`config.mk`:
```
export PLATFORM = sky130hd
export DESIGN_NAME = ha_serial_add_sched
export DESIGN_NICKNAME = d
export VERILOG_FILES = /design/src/rtl/ha_serial_add_sched.sv
export SDC_FILE = /design/constraint.sdc
export NUM_CORES = 1
export LEC_CHECK = 0
export ABC_AREA = 1
export CORE_ASPECT_RATIO = 0.5
export CORE_UTILIZATION = 49
export DETAILED_ROUTE_END_ITERATION = 8
export PLACE_DENSITY = 0.79
export RECOVER_POWER = 50
export SYNTH_ARGS = -nofsm -noshare
export SYNTH_HDL_FRONTEND = slang
export SYNTH_SLANG_ARGS = --single-unit
export TNS_END_PERCENT = 50
```
`constraint.sdc`:
```
create_clock -name clk -period 2.1 [get_ports clk]
set_input_delay 0.42 -clock clk [delete_from_list [all_inputs] [get_ports clk]]
set_output_delay 0.42 -clock clk [all_outputs]
set_load 0.02 [all_outputs]
```
`src/rtl/ha_serial_add_sched.sv`:
```
`default_nettype none
// ============================================================================
// Module   : ha_serial_add_sched
// Function : Round-robin scheduler sharing one external half-adder between
//            two requesters; two half-add passes per bit form a full add.
// Revision : 1.0
// ============================================================================
module ha_serial_add_sched #(
   parameter int WIDTH = 8
) (
   input  logic             clk,
   input  logic             rst,
   input  logic             req0_valid,
   output logic             req0_ready,
   input  logic [WIDTH-1:0] req0_a,
   input  logic [WIDTH-1:0] req0_b,
   input  logic             req1_valid,
   output logic             req1_ready,
   input  logic [WIDTH-1:0] req1_a,
   input  logic [WIDTH-1:0] req1_b,
   output logic             rsp_valid,
   input  logic             rsp_ready,
   output logic             rsp_id,
   output logic [WIDTH-1:0] rsp_sum,
   output logic             rsp_cout,
   output logic             ha_x,
   output logic             ha_y,
   input  logic             ha_s,
   input  logic             ha_c
);

   localparam int c_IDX_W = (WIDTH > 1) ? $clog2(WIDTH) : 1;
   localparam logic [c_IDX_W-1:0] c_LAST_IDX = c_IDX_W'(WIDTH - 1);

   typedef enum logic [1:0] {
      S_IDLE = 2'd0,
      S_P1   = 2'd1,
      S_P2   = 2'd2,
      S_DONE = 2'd3
   } state_t;

   state_t               r_state;
   logic [WIDTH-1:0]     r_a;
   logic [WIDTH-1:0]     r_b;
   logic [WIDTH-1:0]     r_sum;
   logic [c_IDX_W-1:0]   r_idx;
   logic                 r_carry;
   logic                 r_c1;
   logic                 r_cout;
   logic                 r_id;
   logic                 r_last_grant;
   logic                 r_rsp_valid;
   logic                 r_ha_x;
   logic                 r_ha_y;

   logic                 w_any;
   logic                 w_gnt;
   logic                 w_idle;
   logic                 w_acc;
   logic [WIDTH-1:0]     w_a_sel;
   logic [WIDTH-1:0]     w_b_sel;
   logic                 w_c_sum;
   logic                 w_last_bit;
   logic [c_IDX_W-1:0]   w_idx_nxt;

   // Ready is held low while rst is high so no handshake is seen during reset.
   assign w_any      = req0_valid | req1_valid;
   assign w_gnt      = (req0_valid & req1_valid) ? ~r_last_grant : req1_valid;
   assign w_idle     = (r_state == S_IDLE) & ~rst;
   assign req0_ready = w_idle & w_any & ~w_gnt;
   assign req1_ready = w_idle & w_any & w_gnt;
   assign w_acc      = req0_ready | req1_ready;
   assign w_a_sel    = w_gnt ? req1_a : req0_a;
   assign w_b_sel    = w_gnt ? req1_b : req0_b;
   assign w_c_sum    = r_c1 | ha_c;
   assign w_last_bit = (r_idx == c_LAST_IDX);
   assign w_idx_nxt  = r_idx + c_IDX_W'(1);

   assign rsp_valid  = r_rsp_valid;
   assign rsp_id     = r_id;
   assign rsp_sum    = r_sum;
   assign rsp_cout   = r_cout;
   assign ha_x       = r_ha_x;
   assign ha_y       = r_ha_y;

   // ha_x/ha_y are loaded one state ahead so they are valid throughout P1/P2.
   always_ff @(posedge clk or posedge rst) begin
      if (rst) begin
         r_state      <= S_IDLE;
         r_a          <= '0;
         r_b          <= '0;
         r_sum        <= '0;
         r_idx        <= '0;
         r_carry      <= 1'b0;
         r_c1         <= 1'b0;
         r_cout       <= 1'b0;
         r_id         <= 1'b0;
         r_last_grant <= 1'b1;
         r_rsp_valid  <= 1'b0;
         r_ha_x       <= 1'b0;
         r_ha_y       <= 1'b0;
      end else begin
         case (r_state)
            S_IDLE: begin
               if (w_acc) begin
                  r_a          <= w_a_sel;
                  r_b          <= w_b_sel;
                  r_id         <= w_gnt;
                  r_last_grant <= w_gnt;
                  r_carry      <= 1'b0;
                  r_idx        <= '0;
                  r_sum        <= '0;
                  r_cout       <= 1'b0;
                  r_ha_x       <= w_a_sel[0];
                  r_ha_y       <= w_b_sel[0];
                  r_state      <= S_P1;
               end
            end
            S_P1: begin
               // r_ha_x now carries the first-pass sum into the second pass.
               r_c1    <= ha_c;
               r_ha_x  <= ha_s;
               r_ha_y  <= r_carry;
               r_state <= S_P2;
            end
            S_P2: begin
               r_sum[r_idx] <= ha_s;
               r_carry      <= w_c_sum;
               if (w_last_bit) begin
                  r_cout      <= w_c_sum;
                  r_ha_x      <= 1'b0;
                  r_ha_y      <= 1'b0;
                  r_rsp_valid <= 1'b1;
                  r_state     <= S_DONE;
               end else begin
                  r_idx   <= w_idx_nxt;
                  r_ha_x  <= r_a[w_idx_nxt];
                  r_ha_y  <= r_b[w_idx_nxt];
                  r_state <= S_P1;
               end
            end
            S_DONE: begin
               if (rsp_ready) begin
                  r_rsp_valid <= 1'b0;
                  r_state     <= S_IDLE;
               end
            end
            default: r_state <= S_IDLE;
         endcase
      end
   end

endmodule
`default_nettype wire

```
Word-level counts from Yosys, hierarchy flattened
Cells that the tools add are included.
{"block": "op_classes", "addsub": 1, "n_lt_le_gt_ge": 3, "n_eq_ne": 8, "muxes": 32, "bitwise": 11, "reduce_logical": 12}
{"cell": "8-bit two-way mux", "count": 3}
{"cell": "8-bit case mux with 2 select lines", "count": 1}
{"cell": "1-bit two-way mux", "count": 12}
{"cell": "3-bit AND reduction", "count": 3}
{"cell": "8-bit bitwise mux", "count": 1}
{"cell": "3-bit by 4-bit less-than comparator with 1-bit output (second input constant)", "count": 2}
{"cell": "2-bit inequality test (second input constant)", "count": 4}
{"cell": "2-bit case mux with 4 select lines", "count": 1}
{"cell": "2-bit AND reduction", "count": 4}
{"cell": "1-bit binary-select mux with 3-bit select", "count": 2}
{"cell": "2-bit two-way mux", "count": 3}
{"cell": "3-bit two-way mux", "count": 2}
{"cell": "1-bit case mux with 2 select lines", "count": 3}
{"cell": "1-bit case mux with 3 select lines", "count": 2}
{"cell": "3-bit case mux with 2 select lines", "count": 1}
{"cell": "1-bit bitwise AND", "count": 5}
{"cell": "2-bit == test (second input constant)", "count": 2}
{"cell": "2-bit nonzero test", "count": 2}
{"cell": "3-bit by 1-bit adder with 3-bit output (second input constant)", "count": 1}
{"cell": "1-bit demux with 3-bit select", "count": 1}
{"cell": "3-bit == test (second input constant)", "count": 1}
{"cell": "3-bit by 1-bit >= comparator with 1-bit output (second input constant)", "count": 1}
{"cell": "1-bit inverter", "count": 3}
{"cell": "1-bit OR", "count": 3}
{"cell": "other kinds (4)", "count": 4}
{"block": "totals", "reg_bits": 37, "inputBits": 39, "out_inout_bits": 15, "elab_cells": 80}

Depth between registers and ports, before layout
{"block": "depth", "word_depth": 7, "depth_mapped": 12, "mapped_depth_nobuf": 10}

Worst setup path before layout
No wires, ideal clock.
{"block": "synth_timing", "kind": "register to output", "startpoint": "register r_state[0]", "endpoint": "output req0_ready", "t_arrival_ns": 1.407, "required_time_ns": 1.680, "slack_ns": 0.273, "path_stages_with_launch": 11, "n_path_buf": 2, "path_cell_list": "dfrtp_1 > inv_1 > ha_1 > inv_2 > nor2_2 > o21ai_2 > inv_2 > buf_6 > nand2_4 > inv_4 > buf_8"}
{"block": "synth_between", "elab_chain_len": 4}
{"item": "from (decl)", "line_no": "42", "source": "state_t r_state;"}
{"item": "from (signal assigned)", "line_no": "89", "source": "r_state <= S_IDLE;"}
{"item": "from (signal assigned)", "line_no": "116", "source": "r_state <= S_P1;"}
{"item": "from (signal assigned)", "line_no": "124", "source": "r_state <= S_P2;"}
{"item": "2-bit zero test", "line_no": "69", "source": "assign w_idle = (r_state == S_IDLE) & ~rst;"}
{"item": "1-bit bitwise AND", "line_no": "69"}
{"item": "1-bit bitwise AND (2 in a row)", "line_no": "70", "source": "assign req0_ready = w_idle & w_any & ~w_gnt;"}
{"item": "to (decl)", "line_no": "14", "source": "output logic req0_ready,"}
Every way passes these cells.

Worst setup path in the final report
{"block": "layout_timing", "startpoint": "register r_state[1]", "endpoint": "output req1_ready"}
{"block": "layout_between", "elab_chain_len": 4}
{"item": "2-bit zero test", "line_no": "69"}
{"item": "1-bit bitwise AND", "line_no": "69"}
{"item": "1-bit bitwise AND (2 in a row)", "line_no": "71", "source": "assign req1_ready = w_idle & w_any & w_gnt;"}
{"item": "to (decl)", "line_no": "18", "source": "output logic req1_ready,"}
Every way passes these cells.

==> impl_metrics.tcl <==
set metrics [dict create \
    antenna_cells 0 \
    grt_max_degree 38 \
    rows 16 \
    crit_start "r_state[1]" \
    die_area_um2 4570 \
    hold_viol_final 0 \
    synthMostInstantiatedCell "nand2_1" \
    cts_tree "yes" \
    wirelength_um 4690 \
    final_cells 385 \
    port_buffers 53 \
    timing.slew.headroom_pct 38.3 \
    gp_congestion 0.886 \
    gr-total-overflow 0 \
    hold_class "flop to flop" \
    drv_slew 0 \
    cts_made_buffers 5 \
    syn_avg_cell_area_um2 7.98 \
    regArea_um2 927 \
    rsz0062_at_grt "true" \
    p_leak_nw 1.37 \
    maxCapViolCount 0 \
    r2r_slack_ps 280 \
    powerDensity_nw_per_um2 1290 \
    timing.final.crit_share_pct 95.3 \
    synthTopCellsByCount "nand2_1, dfrtp_1, inv_1, nand3_1, o21ai_0" \
    ir_drop_mv 0.442 \
    cts_hold_buf 0 \
    ys_warn_count 0 \
    drive_gt1_share_pct 13.9 \
    num_vias 1952 \
    netlist_instances 263 \
    gr-usage-all-layers_pct 22.7 \
    critPathArrivalTime_ps 1580 \
    die_y_um 48.3 \
    synth_seq_area_share_pct 44.2 \
    antenna_found_initial 0 \
    coreArea_um2 4000 \
    multi_input_area_um2 978 \
    criticalPathCategory "flop to output port" \
    worst_setup_path_start_kind "flop" \
    synth_top_area_cell "dfrtp_1" \
    netlist_area_um2 2100 \
    fin_nets 377 \
    synth_fp_nets 310 \
    hold_depth 2 \
    layout_min_cycle_time_ps 2000 \
    pin_count 54 \
    cts.sinks 37 \
    fillCellCount 326 \
    async_flop_share_pct 100 \
    path_clk_slew_ps 70 \
    synth-edff-count 0 \
    rr_startpoint "r_state[0]" \
    first_iter_violations 100 \
    grt_pass1_wl_um 7660 \
    ys_top_cells_by_area "dfrtp_1, nand2_1, inv_1" \
    ys.flop_type "dfrtp_1" \
    area_delta_synth_final_pct 34.2 \
    worstRegToRegCells 8 \
    drt-pass1-iter-count 4 \
    hp-start "rsp_sum[5]" \
    synth_top_area_share_pct 42.9 \
    ant_nets 0 \
    ys_seq_elements 37 \
    hold_end "rsp_sum[5]" \
    tightestPinTransition_ps 926 \
    setup_violations 0 \
    post-route-util_pct 70.4 \
    cts_root_buffer "clkbuf_8" \
    reg2reg_to "rsp_sum[0]" \
    hpwl_um 3610 \
    status "completed" \
    netlist-cell-type-count 29 \
    fin_tns_setup_ps 0 \
    cp-end-kind "output port" \
    fin_skew_ps 3.04 \
    route.detailed.drc 0 \
    path_max_fanout 4 \
    clock_latency_ps 290 \
    required_ps 1680 \
    placed_cells 377 \
    ctsLongestPathBuffers 2 \
    start_util_pct 52.4 \
    via_per_inst 5.07 \
    die_width_um 94.6 \
    h-tree-depth 2 \
    fmax_ghz 0.500 \
    wl_per_cell_um 12.2 \
    grt_pass1_vias 1755 \
]
[state kept, by name, summed over array words and instances, names as in the netlist, 2 cells and up]
name     count
rsp_sum      8
r_idx        3
r_b          8
r_a          8
r_state      2
[placed cells by master (no fill, tap or decap), drive strengths merged, types with 2 or more instances in the layout]
cell type and count:
nand2 95, clkdlybuf4s50 51, dfrtp 36, inv 36, nand3 21, o21ai 20, o211ai 15, buf 14
clkbuf 10, nor3 9, ha 8, nor2 5, a21oi 3, or2 2
[routing by layer]
layer | GRT usage, % | vias to the layer above | routed length [µm]
met5 | 0 | - | 0
met4 | 9.09 | 0 | 61
met3 | 4.98 | 7 | 192
met2 | 39.4 | 44 | 2200
met1 | 29.0 | 916 | 2240
li1 | - | 985 | -
[layout make-up]
class | instances | area share [%]
Multi-Input combinational cell | 182 | 34.7
Sequential cell | 37 | 32.9
Timing Repair Buffer | 67 | 22.1
Inverter | 37 | 5.02
Clock buffer | 8 | 2.84
Tap cell | 54 | 2.40
[repair_timing]
item / CTS / global route
setup buffers: 0 / 0
gates resized for setup: 5 / 4
endpoints found under the setup margin: 2 / 3
gates cloned: 0 / 0
[power breakdown]
group          switching [mW]  total [mW]  internal, mW  leakage (nW)
Combinational            1.16        2.00         0.845         0.859
Clock                   0.249       0.485         0.236        0.0395
Sequential              0.126        1.14          1.02         0.469
[per-stage QoR]
stage / hold slack [ps] / power, mW / instance area, µm² / setup slack, ps
finish: 476 / 3.63 / 2820 / 99.2
global route: 499 / 3.97 / 2820 / -35.8
floorplan: 448 / 2.51 / 2100 / 273
global placement: 457 / 3.06 / 2740 / -248
detailed placement: 461 / 3.14 / 2740 / -264
CTS: 479 / 3.63 / 2810 / 11.8
[cell families after synthesis]
group / share of synthesized area [%]
AO/OA/AOI/OAI: 14.0
adder cells (fa/ha/maj): 4.77
buffers and inverters: 9.71
flip-flops: 44.2
multiplexers: 1.01
AND/OR/NAND/NOR: 26.3
[worst max path at each step]
stage | to | slack [ps] | cells past startpoint
CTS | req0_ready | 10 | 9
global placement | req1_ready | -250 | 7
detailed placement | req1_ready | -260 | 7
floorplan | req0_ready | 270 | 10
global route | req1_ready | -40 | 9
finish | req1_ready | 100 | 9
[critical path, stage by stage (launching register included)]
cell     delay, ps
dfrtp_1        390
inv_1           80
ha_2           190
inv_2           40
nor2_2          80
o21ai_2         70
inv_2           90
nand2_1        100
inv_2           90
buf_2          160
No activity file was read; power rests on OpenSTA's default activity.
